--- src/rtl/tree_pkg.sv ---
// rtl/tree_pkg.sv - shared types for the protobuf tag decoder
package tree_pkg;

    localparam int FIELD_ID_W = 5;

    typedef enum logic [2:0] {
        VARINT = 3'd0,
        I64    = 3'd1,
        LEN    = 3'd2,
        I32    = 3'd5
    } wire_type_e;

    typedef struct packed {
        logic [FIELD_ID_W-1:0] field_id;
        logic [2:0]            wire_type;
    } tag_t;

    typedef enum logic [2:0] {
        ERR_NONE        = 3'd0,
        ERR_BAD_WT      = 3'd1,
        ERR_FIELD_RANGE = 3'd2,
        ERR_KEY_LONG    = 3'd3,
        ERR_LEN_OVF     = 3'd4,
        ERR_TRUNC       = 3'd5,
        ERR_VARINT_LONG = 3'd6
    } tag_err_e;

    typedef enum logic [2:0] {
        ST_KEY, ST_VAL, ST_LEN, ST_FIX, ST_PAY, ST_ERR
    } state_e;

    function automatic logic wt_supported(input logic [2:0] wt);
        return (wt == VARINT) || (wt == I64) || (wt == LEN) || (wt == I32);
    endfunction

endpackage

--- src/rtl/tree_varint_acc.sv ---
// rtl/tree_varint_acc.sv - 7-bit-group varint accumulator with done/overflow flags
// Outputs reflect the byte presented this cycle; state clears itself after done or overflow.
module tree_varint_acc #(
    parameter int W         = 14,
    parameter int MAX_BYTES = 2
) (
    input  logic         clk_i,
    input  logic         rst_ni,
    input  logic         clear_i,
    input  logic         byte_valid_i,
    input  logic [7:0]   byte_i,
    output logic [W-1:0] value_o,
    output logic         done_o,
    output logic         overflow_o
);
    localparam int WIDE_W = 7 * MAX_BYTES + 1;
    localparam int SH_W   = $clog2(WIDE_W);
    localparam int CNT_W  = $clog2(MAX_BYTES + 1);

    logic [W-1:0]      acc_q, acc_d;
    logic [SH_W-1:0]   sh_q, sh_d;
    logic [CNT_W-1:0]  cnt_q, cnt_d;
    logic [WIDE_W-1:0] grp;
    logic              last_slot;

    always_comb begin
        grp        = WIDE_W'(byte_i[6:0]) << sh_q;
        value_o    = acc_q | grp[W-1:0];
        last_slot  = (cnt_q == CNT_W'(MAX_BYTES - 1));
        done_o     = byte_valid_i && !byte_i[7];
        // Bits landing above W, or a continuation on the final permitted byte.
        overflow_o = byte_valid_i && ((|(grp >> W)) || (last_slot && byte_i[7]));
        acc_d = acc_q;
        sh_d  = sh_q;
        cnt_d = cnt_q;
        if (clear_i || done_o || overflow_o) begin
            acc_d = '0;
            sh_d  = '0;
            cnt_d = '0;
        end else if (byte_valid_i) begin
            acc_d = value_o;
            sh_d  = sh_q + SH_W'(7);
            cnt_d = cnt_q + 1'b1;
        end
    end

    always_ff @(posedge clk_i or negedge rst_ni) begin
        if (!rst_ni) begin
            acc_q <= '0;
            sh_q  <= '0;
            cnt_q <= '0;
        end else begin
            acc_q <= acc_d;
            sh_q  <= sh_d;
            cnt_q <= cnt_d;
        end
    end

endmodule

--- src/rtl/tree_tag_decoder.sv ---
// rtl/tree_tag_decoder.sv - protobuf byte stream to tag events plus per-field payload bytes
// Optional TREE_TAG_DECODER_STATS_EN adds saturating tag_count_o / err_count_o.
module tree_tag_decoder
    import tree_pkg::*;
#(
    parameter int LEN_W            = 16,
    parameter int MAX_VARINT_BYTES = 10
) (
    input  logic                  clk_i,
    input  logic                  reset_i,
    input  logic [7:0]            in_data_i,
    input  logic                  in_valid_i,
    input  logic                  in_last_i,
    output logic                  in_ready_o,
    output logic [FIELD_ID_W-1:0] tag_field_id_o,
    output logic [2:0]            tag_wire_type_o,
    output logic                  tag_valid_o,
    input  logic                  tag_ready_i,
    output logic [7:0]            data_o,
    output logic                  data_valid_o,
    output logic                  data_last_o,
    input  logic                  data_ready_i,
    output logic                  err_o,
    output logic [2:0]            err_code_o
`ifdef TREE_TAG_DECODER_STATS_EN
    ,
    output logic [15:0]           tag_count_o,
    output logic [7:0]            err_count_o
`endif
);
    localparam int VCNT_W = $clog2(MAX_VARINT_BYTES + 1);

    state_e            state_q, state_d;
    tag_t              tag_q, tag_d;
    logic              tag_valid_q, tag_valid_d;
    logic [7:0]        data_q, data_d;
    logic              data_valid_q, data_valid_d;
    logic              data_last_q, data_last_d;
    logic              err_q, err_d;
    tag_err_e          err_code_q, err_code_d;
    logic [LEN_W-1:0]  rem_q, rem_d;
    logic [VCNT_W-1:0] vcnt_q, vcnt_d;

    logic              rdy, accept, det, emit, emit_last;
    tag_err_e          det_code;
    logic [13:0]       key_value;
    logic              key_done, key_ovf;
    logic [LEN_W-1:0]  len_value;
    logic              len_done, len_ovf;
    logic [10:0]       key_field;
    logic [2:0]        key_wt;

    assign accept    = in_valid_i && rdy;
    assign key_field = key_value[13:3];
    assign key_wt    = key_value[2:0];

    tree_varint_acc #(.W(14), .MAX_BYTES(2)) u_key_acc (
        .clk_i        (clk_i),
        .rst_ni       (reset_i),
        .clear_i      ((state_q != ST_KEY) || (accept && in_last_i)),
        .byte_valid_i (accept && (state_q == ST_KEY)),
        .byte_i       (in_data_i),
        .value_o      (key_value),
        .done_o       (key_done),
        .overflow_o   (key_ovf)
    );

    tree_varint_acc #(.W(LEN_W), .MAX_BYTES(3)) u_len_acc (
        .clk_i        (clk_i),
        .rst_ni       (reset_i),
        .clear_i      ((state_q != ST_LEN) || (accept && in_last_i)),
        .byte_valid_i (accept && (state_q == ST_LEN)),
        .byte_i       (in_data_i),
        .value_o      (len_value),
        .done_o       (len_done),
        .overflow_o   (len_ovf)
    );

    always_ff @(posedge clk_i or negedge reset_i) begin
        if (!reset_i) state_q <= ST_KEY;
        else          state_q <= state_d;
    end

    always_comb begin
        state_d      = state_q;
        rem_d        = rem_q;
        vcnt_d       = vcnt_q;
        tag_d        = tag_q;
        tag_valid_d  = tag_valid_q && !tag_ready_i;
        data_d       = data_q;
        data_valid_d = data_valid_q && !data_ready_i;
        data_last_d  = data_last_q;
        det          = 1'b0;
        det_code     = ERR_NONE;
        emit         = 1'b0;
        emit_last    = 1'b0;
        if (accept) begin
            case (state_q)
                ST_KEY: begin
                    if (key_ovf) begin
                        det = 1'b1; det_code = ERR_KEY_LONG;
                    end else if (key_done) begin
                        if (key_field == 11'd0 || key_field > 11'd31) begin
                            det = 1'b1; det_code = ERR_FIELD_RANGE;
                        end else if (!wt_supported(key_wt)) begin
                            det = 1'b1; det_code = ERR_BAD_WT;
                        end else begin
                            tag_valid_d     = 1'b1;
                            tag_d.field_id  = key_value[7:3];
                            tag_d.wire_type = key_wt;
                            vcnt_d          = '0;
                            case (key_wt)
                                VARINT:  state_d = ST_VAL;
                                I64:     begin state_d = ST_FIX; rem_d = LEN_W'(8); end
                                I32:     begin state_d = ST_FIX; rem_d = LEN_W'(4); end
                                default: state_d = ST_LEN;
                            endcase
                            if (in_last_i) begin
                                det = 1'b1; det_code = ERR_TRUNC;
                            end
                        end
                    end else if (in_last_i) begin
                        det = 1'b1; det_code = ERR_TRUNC;
                    end
                end
                ST_VAL: begin
                    if (vcnt_q == VCNT_W'(MAX_VARINT_BYTES - 1) && in_data_i[7]) begin
                        det = 1'b1; det_code = ERR_VARINT_LONG;
                    end else begin
                        emit      = 1'b1;
                        emit_last = !in_data_i[7] || in_last_i;
                        vcnt_d    = vcnt_q + 1'b1;
                        if (!in_data_i[7]) state_d = ST_KEY;
                        else if (in_last_i) begin
                            det = 1'b1; det_code = ERR_TRUNC;
                        end
                    end
                end
                ST_FIX, ST_PAY: begin
                    emit      = 1'b1;
                    emit_last = (rem_q == LEN_W'(1)) || in_last_i;
                    rem_d     = rem_q - 1'b1;
                    if (rem_q == LEN_W'(1)) state_d = ST_KEY;
                    else if (in_last_i) begin
                        det = 1'b1; det_code = ERR_TRUNC;
                    end
                end
                ST_LEN: begin
                    if (len_ovf) begin
                        det = 1'b1; det_code = ERR_LEN_OVF;
                    end else if (len_done && len_value == '0) begin
                        state_d = ST_KEY;
                    end else if (in_last_i) begin
                        det = 1'b1; det_code = ERR_TRUNC;
                    end else if (len_done) begin
                        state_d = ST_PAY;
                        rem_d   = len_value;
                    end
                end
                ST_ERR:  if (in_last_i) state_d = ST_KEY;
                default: state_d = ST_KEY;
            endcase
            // A detection on the message's final byte has nothing left to discard.
            if (det) state_d = in_last_i ? ST_KEY : ST_ERR;
        end
        if (emit) begin
            data_valid_d = 1'b1;
            data_d       = in_data_i;
            data_last_d  = emit_last;
        end
        if (state_q == ST_ERR) begin
            err_d      = !(accept && in_last_i);
            err_code_d = err_d ? err_code_q : ERR_NONE;
        end else begin
            err_d      = 1'b0;
            err_code_d = ERR_NONE;
        end
        if (det) begin
            err_d      = 1'b1;
            err_code_d = det_code;
        end
    end

    always_ff @(posedge clk_i or negedge reset_i) begin
        if (!reset_i) begin
            tag_q        <= '0;
            tag_valid_q  <= 1'b0;
            data_q       <= '0;
            data_valid_q <= 1'b0;
            data_last_q  <= 1'b0;
            err_q        <= 1'b0;
            err_code_q   <= ERR_NONE;
            rem_q        <= '0;
            vcnt_q       <= '0;
        end else begin
            tag_q        <= tag_d;
            tag_valid_q  <= tag_valid_d;
            data_q       <= data_d;
            data_valid_q <= data_valid_d;
            data_last_q  <= data_last_d;
            err_q        <= err_d;
            err_code_q   <= err_code_d;
            rem_q        <= rem_d;
            vcnt_q       <= vcnt_d;
        end
    end

    always_comb begin
        case (state_q)
            ST_KEY:  rdy = !tag_valid_q || tag_ready_i;
            ST_ERR:  rdy = 1'b1;
            default: rdy = !data_valid_q || data_ready_i;
        endcase
        rdy             = rdy && reset_i;
        in_ready_o      = rdy;
        tag_field_id_o  = tag_q.field_id;
        tag_wire_type_o = tag_q.wire_type;
        tag_valid_o     = tag_valid_q;
        data_o          = data_q;
        data_valid_o    = data_valid_q;
        data_last_o     = data_last_q;
        err_o           = err_q;
        err_code_o      = err_code_q;
    end

`ifdef TREE_TAG_DECODER_STATS_EN
    logic [15:0] tag_count_q, tag_count_d;
    logic [7:0]  err_count_q, err_count_d;

    always_comb begin
        tag_count_d = tag_count_q;
        err_count_d = err_count_q;
        if (tag_valid_q && tag_ready_i && tag_count_q != 16'hFFFF) tag_count_d = tag_count_q + 16'd1;
        if (det && err_count_q != 8'hFF) err_count_d = err_count_q + 8'd1;
    end

    always_ff @(posedge clk_i or negedge reset_i) begin
        if (!reset_i) begin
            tag_count_q <= '0;
            err_count_q <= '0;
        end else begin
            tag_count_q <= tag_count_d;
            err_count_q <= err_count_d;
        end
    end

    assign tag_count_o = tag_count_q;
    assign err_count_o = err_count_q;
`endif

endmodule
--- config.mk ---
export PLATFORM = sky130hd
export DESIGN_NAME = tree_tag_decoder
export DESIGN_NICKNAME = d
export VERILOG_FILES = /design/src/rtl/tree_pkg.sv /design/src/rtl/tree_varint_acc.sv /design/src/rtl/tree_tag_decoder.sv
export SDC_FILE = /design/constraint.sdc
export NUM_CORES = 1
export LEC_CHECK = 0
export ABC_AREA = 1
export CAP_MARGIN = 5
export CORE_MARGIN = 2
export CORE_UTILIZATION = 55
export DETAILED_ROUTE_END_ITERATION = 12
export PLACE_DENSITY = 0.78
export SYNTH_ARGS = -nofsm -noshare
export SYNTH_HDL_FRONTEND = slang
export SYNTH_HIERARCHICAL = 1
export SYNTH_SLANG_ARGS = --single-unit
--- constraint.sdc ---
create_clock -name clk_i -period 2.5 [get_ports clk_i]
set_input_delay 0.75 -clock clk_i [delete_from_list [all_inputs] [get_ports clk_i]]
set_output_delay 0.75 -clock clk_i [all_outputs]
set_load 0.005 [all_outputs]
==> metrics, run 1 <==
outcome complete, but fails checks; violated checks setup timing; Post-synth EDFFs 0; Worst EP arrival 2980 ps; setup tns final -5680 ps; fmax 365 MHz; top post-synthesis cells by area dfrtp_1 35%, nand2_1 15%, nand3_1 6.6%; internal cell power 5.47 mW; synthesized cell area 6320 um2; minimum clock period after layout 2740 ps; layout cells sized above 1 40.4%; I/O Buffers 37; via count 6961; Mean Syn Cell Area 7.12 um2; Hold WC Path Type in2async; gate count after technology mapping 888; post-synth cell types 50; final worst setup slack -240 ps; Detailed Place HPWL 12.2 mm; clk_lat worst skew 360 ps; Initial Utilization 55.9%; root cell of the clock tree clkbuf_16; fraction of power spent switching nets 47.2%; CP Data Required Time 2740 ps; final worst-path cycle share 110%; total wire length 20.9 mm; Final Hold Viols 0; ys flop type dfrtp_1; YS warnings 6; die height 111 um; sequential power share 20.8%; clock share of power 13.8%; Slew @ Worst Pin 990 ps; FP Rows 39; die area 12400 um2; Leak 4.63 nW; Layout Skew 8.97 ps; I/O pin cnt 38; Psw 4.89 mW; Setup crit end kind flip-flop; Clock transition at path regs 70 ps; Die Span X 111 um; sequential-to-total area share from yosys stat 35.2%; Final nets 1106; final hold slack 361 ps; Peak VDD IR 0.668 mV; GRT Total Usage 28.7%; TritonRoute pass-1 iters 6; power density cells 1140 nW/um2; most common library cells after synthesis 251 x nand2_1, 94 x nor2_1, 90 x inv_1, 89 x dfrtp_1, 83 x nand3_1; final setup violation count 34; Final ANT Viol Nets 0; Reg2Reg Setup Slack -240 ps; kind of critical path reg2reg; syn nets 910; Worst Path Max Fanout 10; top cell type's share of synthesized area 35.2%; post-synthesis register bit count 89; dominant cell by count in the synthesized netlist nand2_1; largest net degree at the start of global routing 75; Placeable Area 11300 um2; reg2reg start u_key_acc/sh_q[0]$_DFFE_PN0P_; fillers 694; CTS tree done; critical path launch point u_key_acc/sh_q[0]$_DFFE_PN0P_; first-pass GRT wire length 29.3 mm; CTS Buf Count 9; RSZ-0062 raised after global routing yes; total global routing overflow 0; vias in the first global route 6325; Comb power frac 65.3%; Post-synth ARST share 100%; max-slew violations 0; post-synth top area cell dfrtp_1; r2r worst-path depth 18; slew margin rel. 34.0%; post-DR vias/cell 5.65; Max-Cap Viols 0; startpoint type of the worst setup path flip-flop; # DRC 0; Worst Setup EP rem_q[3]$_DFFE_PN0P_; Clock Tree Buf Depth 2; Avg WL per Cell 17.0 um; number of H-tree levels 3; Synth-to-Final Area Change 43.0%; Sink Count 89; Ant. Diodes 0; initial antenna violation count 0; GPL Wtd Cong 0.907; worst flop-to-flop path endpoint rem_q[3]$_DFFE_PN0P_; Initial DRC Count 741
[stage by stage]
stage / cell area, um2 / setup WS (ps) / instances / util, % / power, mW
finish: 9050 / -240 / 1232 / 79.9 / 10.4
global route: 9050 / -294 / 1232 / 79.9 / 11.0
CTS: 8320 / -75.9 / 1208 / 73.5 / 9.19
detailed placement: 7780 / -918 / 1179 / 68.7 / 7.54
global placement: 7780 / -864 / 1179 / 68.7 / 7.42
floorplan: 6350 / 0.0837 / 888 / - / 5.58
[power by group through the flow]
| stage | clock (mW) | combinational, mW | sequential (mW) |
|---|---|---|---|
| floorplan | 0 | 3.54 | 2.05 |
| global route | 1.50 | 7.29 | 2.20 |
| CTS | 1.43 | 5.66 | 2.10 |
| detailed placement | 0 | 5.43 | 2.11 |
| finish | 1.43 | 6.77 | 2.16 |
| global placement | 0 | 5.33 | 2.10 |
[metal layers]
metal | share of wire (%) | track usage [%] | routed length, um | up-vias
met2 | 50 | 49.1 | 10500 | 342
met1 | 40 | 38.1 | 8400 | 3307
met4 | 3.8 | 9.88 | 797 | 0
li1 | - | - | - | 3229
met3 | 6.1 | 3.12 | 1270 | 83
met5 | 0 | 0 | 0 | -
[final cells by class]
cell class,count,area (um2),share of cell area [%]
repair buffers,210,1800,19.9
flip-flops and latches,89,2230,24.7
multi-input cells,666,4100,45.3
clock buffers,10,239,2.64
well taps,143,179,1.98
clock inverters,6,67.6,0.747
inverters,108,425,4.70
[registers in the layout, indices dropped and copies added (netlist names), 4 cells and up]
signal / count
tag_field_id_o: 5
rem_q: 16
u_key_acc/sh_q: 4
u_len_acc/sh_q: 5
u_key_acc/acc_q: 14
data_o: 8
vcnt_q: 4
u_len_acc/acc_q: 16
[repair_timing]
action                     4_1_cts  5_1_grt
setup endpoints to repair       50       46
gates cloned                     0        4
hold buffers                     0        0
gates resized for setup         83      143
buffers inserted                13       20
pin swaps                       28       57
[cells in the final DEF (no fill, tap or decap), drive strengths merged, types with 3 or more instances in the layout]
master         synthesis  final
o21ai                 61     61
o21bai                 4      4
dfrtp                 89     89
clkdlybuf4s50          0     26
o22ai                  9      9
xor2                  11     11
ha                     8      8
nand4                 15     15
inv                  106    107
or2                   20     20
buf                   25    177
a21oi                 31     31
a21boi                 3      3
nand2                271    271
dlygate4sd2            0      3
nor2                 120    120
nand3                 96     96
clkinv                 2      4
clkbuf                 0     14
[worst min path at each step]
stage,from,end,slack [ps]
2_1_floorplan,u_len_acc/acc_q[5]$_DFFE_PN0P_,u_len_acc/acc_q[5]$_DFFE_PN0P_,440
3_3_place_gp,u_len_acc/acc_q[0]$_DFFE_PN0P_,u_len_acc/acc_q[0]$_DFFE_PN0P_,460
3_5_place_dp,u_key_acc/acc_q[1]$_DFFE_PN0P_,u_key_acc/acc_q[1]$_DFFE_PN0P_,470
4_1_cts,reset_i,data_o[1]$_DFFE_PN0P_,360
5_1_grt,reset_i,u_key_acc/acc_q[4]$_DFFE_PN0P_,380
6_report,reset_i,u_key_acc/acc_q[3]$_DFFE_PN0P_,360
[cells by family after synthesis]
family / Yosys count / synth area share (%)
and+or+nand+nor: 530 / 40.8
buffers and inverters: 133 / 9.87
xor gates and xnor gates: 12 / 1.66
adders and majority gates: 8 / 1.58
DFF: 89 / 35.2
AOI/OAI and AO/OA: 116 / 10.9
[critical path, cell delays in order, from the launching register on]
cell and delay (ps):
dfrtp_2 410, buf_12 130, buf_8 110, o21ai_4 70
or2_4 260, nand3_2 60, nand2_1 70, or2_1 250
nor2_2 140, nand2_2 80, nor2_4 180, nand2_4 90
nor2_4 170, o22ai_2 110, inv_2 90, nand2_4 80
clkbuf_16 180, nand2_1 80, o21ai_1 70
No activity file was read; power rests on OpenSTA's default activity.
==> inputs of run 2 (changes only) <==
--- a/config.mk
+++ b/config.mk
@@ -8,9 +8,9 @@
 export ABC_AREA = 1
 export CAP_MARGIN = 5
 export CORE_MARGIN = 2
-export CORE_UTILIZATION = 55
+export CORE_UTILIZATION = 54
 export DETAILED_ROUTE_END_ITERATION = 12
-export PLACE_DENSITY = 0.78
+export PLACE_DENSITY = 0.76
 export SYNTH_ARGS = -nofsm -noshare
 export SYNTH_HDL_FRONTEND = slang
 export SYNTH_HIERARCHICAL = 1
==> run 2 against run 1 <==
Against the previous run: the run still ends with setup timing left; non-clock buffer count is 24 lower; register-to-register slack hardly changed; sequential cell count unchanged; global-route usage fell by 0.20 points; via count is 4.9% lower; core utilization shrank 3.9 points; routed wire length fell by 12%; critical endpoint is now tag_field_id_o[2]$_DFFE_PN0P_.
==> metrics, run 2 (synthesis results as in run 1) <==
Hold-fix buffers, CTS 0 (unchanged); largest net degree at the start of global routing 62 (-17%); Tot Pwr 10.0 mW (-3.4%); grt met3 use 4.59% (+1.5 points); clk_lat worst skew 360 ps (about the same); met2 Usage GRT 48.1% (-1.0 points); kind of critical path reg2reg; Slew @ Worst Pin 779 ps (-211 ps); pre-CTS setup slack -944 ps (-25.9 ps); CTS Buf Count 9 (unchanged); die height 112 um (+0.89%); post-DR vias/cell 5.48 (-3.0%); Final nets 1082 (-2.2%); fmax 366 MHz (+0.33%); total global routing overflow 0 (unchanged); violated checks setup timing; final worst-path cycle share 109% (-0.36 points); number of H-tree levels 3 (unchanged); final setup violation count 35 (+2.9%); # DRC 0 (unchanged); Clock transition at path regs 70 ps (about the same); root cell of the clock tree clkbuf_16; Leak 4.46 nW (-3.6%); final hold slack 399 ps (+37.5 ps); Initial Utilization 55.4% (-0.48 points); I/O pin cnt 38 (unchanged); initial antenna violation count 0 (unchanged); Worst EP arrival 3010 ps (+30 ps); most common cell after layout, fill and taps aside nand2_1; slew margin rel. 48.0% (+14 points); Setup crit end kind flip-flop; Sink Count 89 (unchanged); TritonRoute pass-1 iters 6 (unchanged); most frequent cells in the layout 205 x nand2_1, 132 x buf_4, 86 x dfrtp_1; GRT Total Usage 28.5% (-0.20 points); Initial DRC Count 552 (-26%); DP Cell Count 1170 (-0.76%); layout cells sized above 1 35.7% (-4.7 points); startpoint type of the worst setup path flip-flop; Psw 4.58 mW (-6.2%); die area 12600 um2 (+1.8%); first-pass GRT wire length 29.4 mm (+0.40%); Clock Tree Buf Depth 2 (unchanged); CP Data Required Time 2780 ps (+40 ps); met1 GRT Util 36.9% (-1.2 points); GPL Wtd Cong 0.949 (+4.6%); Layout Skew 10.4 ps (+1.45 ps); clock share of power 14.9% (+1.1 points); CTS tree done; Comb power frac 63.9% (-1.4 points); Final ANT Viol Nets 0 (unchanged); Final Hold Viols 0 (unchanged); most used routing layer met2; power density cells 1150 nW/um2 (+0.66%); outcome complete, but fails checks; final worst setup slack -231 ps (+8.94 ps); fraction of power spent switching nets 45.8% (-1.4 points); Detailed Place HPWL 11.9 mm (-2.4%); placed cell area 7710 um2 (-0.87%); Placeable Area 11400 um2 (+0.86%); Avg WL per Cell 15.3 um (-9.9%); total wire length 18.5 mm (-12%); Max-Cap Viols 0 (unchanged); Synth-to-Final Area Change 37.3%; Largest regs rem_q: 16 flops, u_len_acc/acc_q: 16 flops, u_key_acc/acc_q: 14 flops; minimum clock period after layout 2730 ps (-8.94 ps); max-slew violations 0 (unchanged); final instance area 8680 um2 (-4.1%); Peak VDD IR 0.703 mV (+5.3%); Ant. Diodes 0 (unchanged); Die Span X 112 um (+0.89%); FP Rows 39 (unchanged); internal cell power 5.42 mW (-0.89%); I/O Buffers 37 (unchanged); vias in the first global route 6305 (-0.32%); RSZ-0062 raised after global routing yes; Non-Filler Instances 1208 (-1.9%); sequential power share 21.2% (+0.4 points); Worst Path Max Fanout 8 (-2); via count 6618 (-4.9%); Hold WC Path Type in2async
==> run 2: cell types whose count changed in the layout (fill, tap and decap cells not counted), moves of 3 or more <==
cell,previous run,this run
a21oi_1,26,29
buf_4,159,132
buf_6,3,10
inv_2,20,25
inv_4,5,2
nand2_1,186,205
nand2_2,57,45
nand2_4,28,21
o21ai_1,19,23
o21ai_2,15,9
==> run 2: worst paths after layout <==
path / start / depth (start not counted) / slack (ps) / end
max: u_key_acc/sh_q[0]$_DFFE_PN0P_ / 17 / -230 / tag_field_id_o[2]$_DFFE_PN0P_
min: reset_i / 2 / 400 / vcnt_q[2]$_DFFE_PN0P_
max reg2reg: u_key_acc/sh_q[0]$_DFFE_PN0P_ / 17 / -230 / tag_field_id_o[2]$_DFFE_PN0P_
min reg2reg: u_len_acc/acc_q[1]$_DFFE_PN0P_ / 2 / 480 / u_len_acc/acc_q[1]$_DFFE_PN0P_
max in group asynchronous: reset_i / 3 / 940 / u_len_acc/sh_q[0]$_DFFE_PN0P_
min in group clk_i: u_len_acc/acc_q[1]$_DFFE_PN0P_ / 2 / 480 / u_len_acc/acc_q[1]$_DFFE_PN0P_
==> run 2: area by class of cell <==
cell class / count / area (um2)
fillers: 804 / 2740
clock inverters: 7 / 95.1
multi-input cells: 666 / 3930
inverters: 108 / 418
well taps: 143 / 179
repair buffers: 186 / 1610
flip-flops and latches: 89 / 2230
clock buffers: 9 / 225
==> run 2: worst max-delay path, cell delays in order, from the launching register on <==
cell       delay [ps]
dfrtp_1           440
buf_6             160
nand2_4            70
o21ai_4            70
or2_4             250
nand3_2            80
nand2_2            80
or2_1             230
nor2_1            120
nand2_2            80
nor2_4            120
nand2_2            90
buf_6             120
nor2_4            150
buf_6             120
nand4_4           120
clkbuf_16         210
o21ai_2           130
==> run 2: routing by layer <==
layer	part of all wire [%]	vias to the layer above
met1	42	3138
met2	50	248
met5	0	-
met4	2.6	0
met3	5.6	48
li1	-	3184
==> run 2: repair_timing <==
action,4_1_cts,5_1_grt
gates cloned,0,2
gates resized for setup,90,94
setup endpoints to repair,55,59
setup buffers,15,9
pin swaps,35,30
==> run 2: power groups by stage <==
| stage | registers [mW] | logic [mW] | clock network [mW] |
|---|---|---|---|
| CTS | 2.09 | 5.82 | 1.50 |
| finish | 2.12 | 6.39 | 1.49 |
| floorplan | 2.05 | 3.54 | 0 |
| detailed placement | 2.10 | 5.41 | 0 |
| global placement | 2.10 | 5.31 | 0 |
| global route | 2.17 | 6.97 | 1.57 |
==> run 2: through the flow <==
step / util, % / setup TNS (ps)
final: 76.0 / -6030
after floorplan: - / 0
after global routing: 76.0 / -9360
after detailed placement: 67.6 / -45160
after global placement: 67.6 / -42370
after CTS: 72.8 / -2470
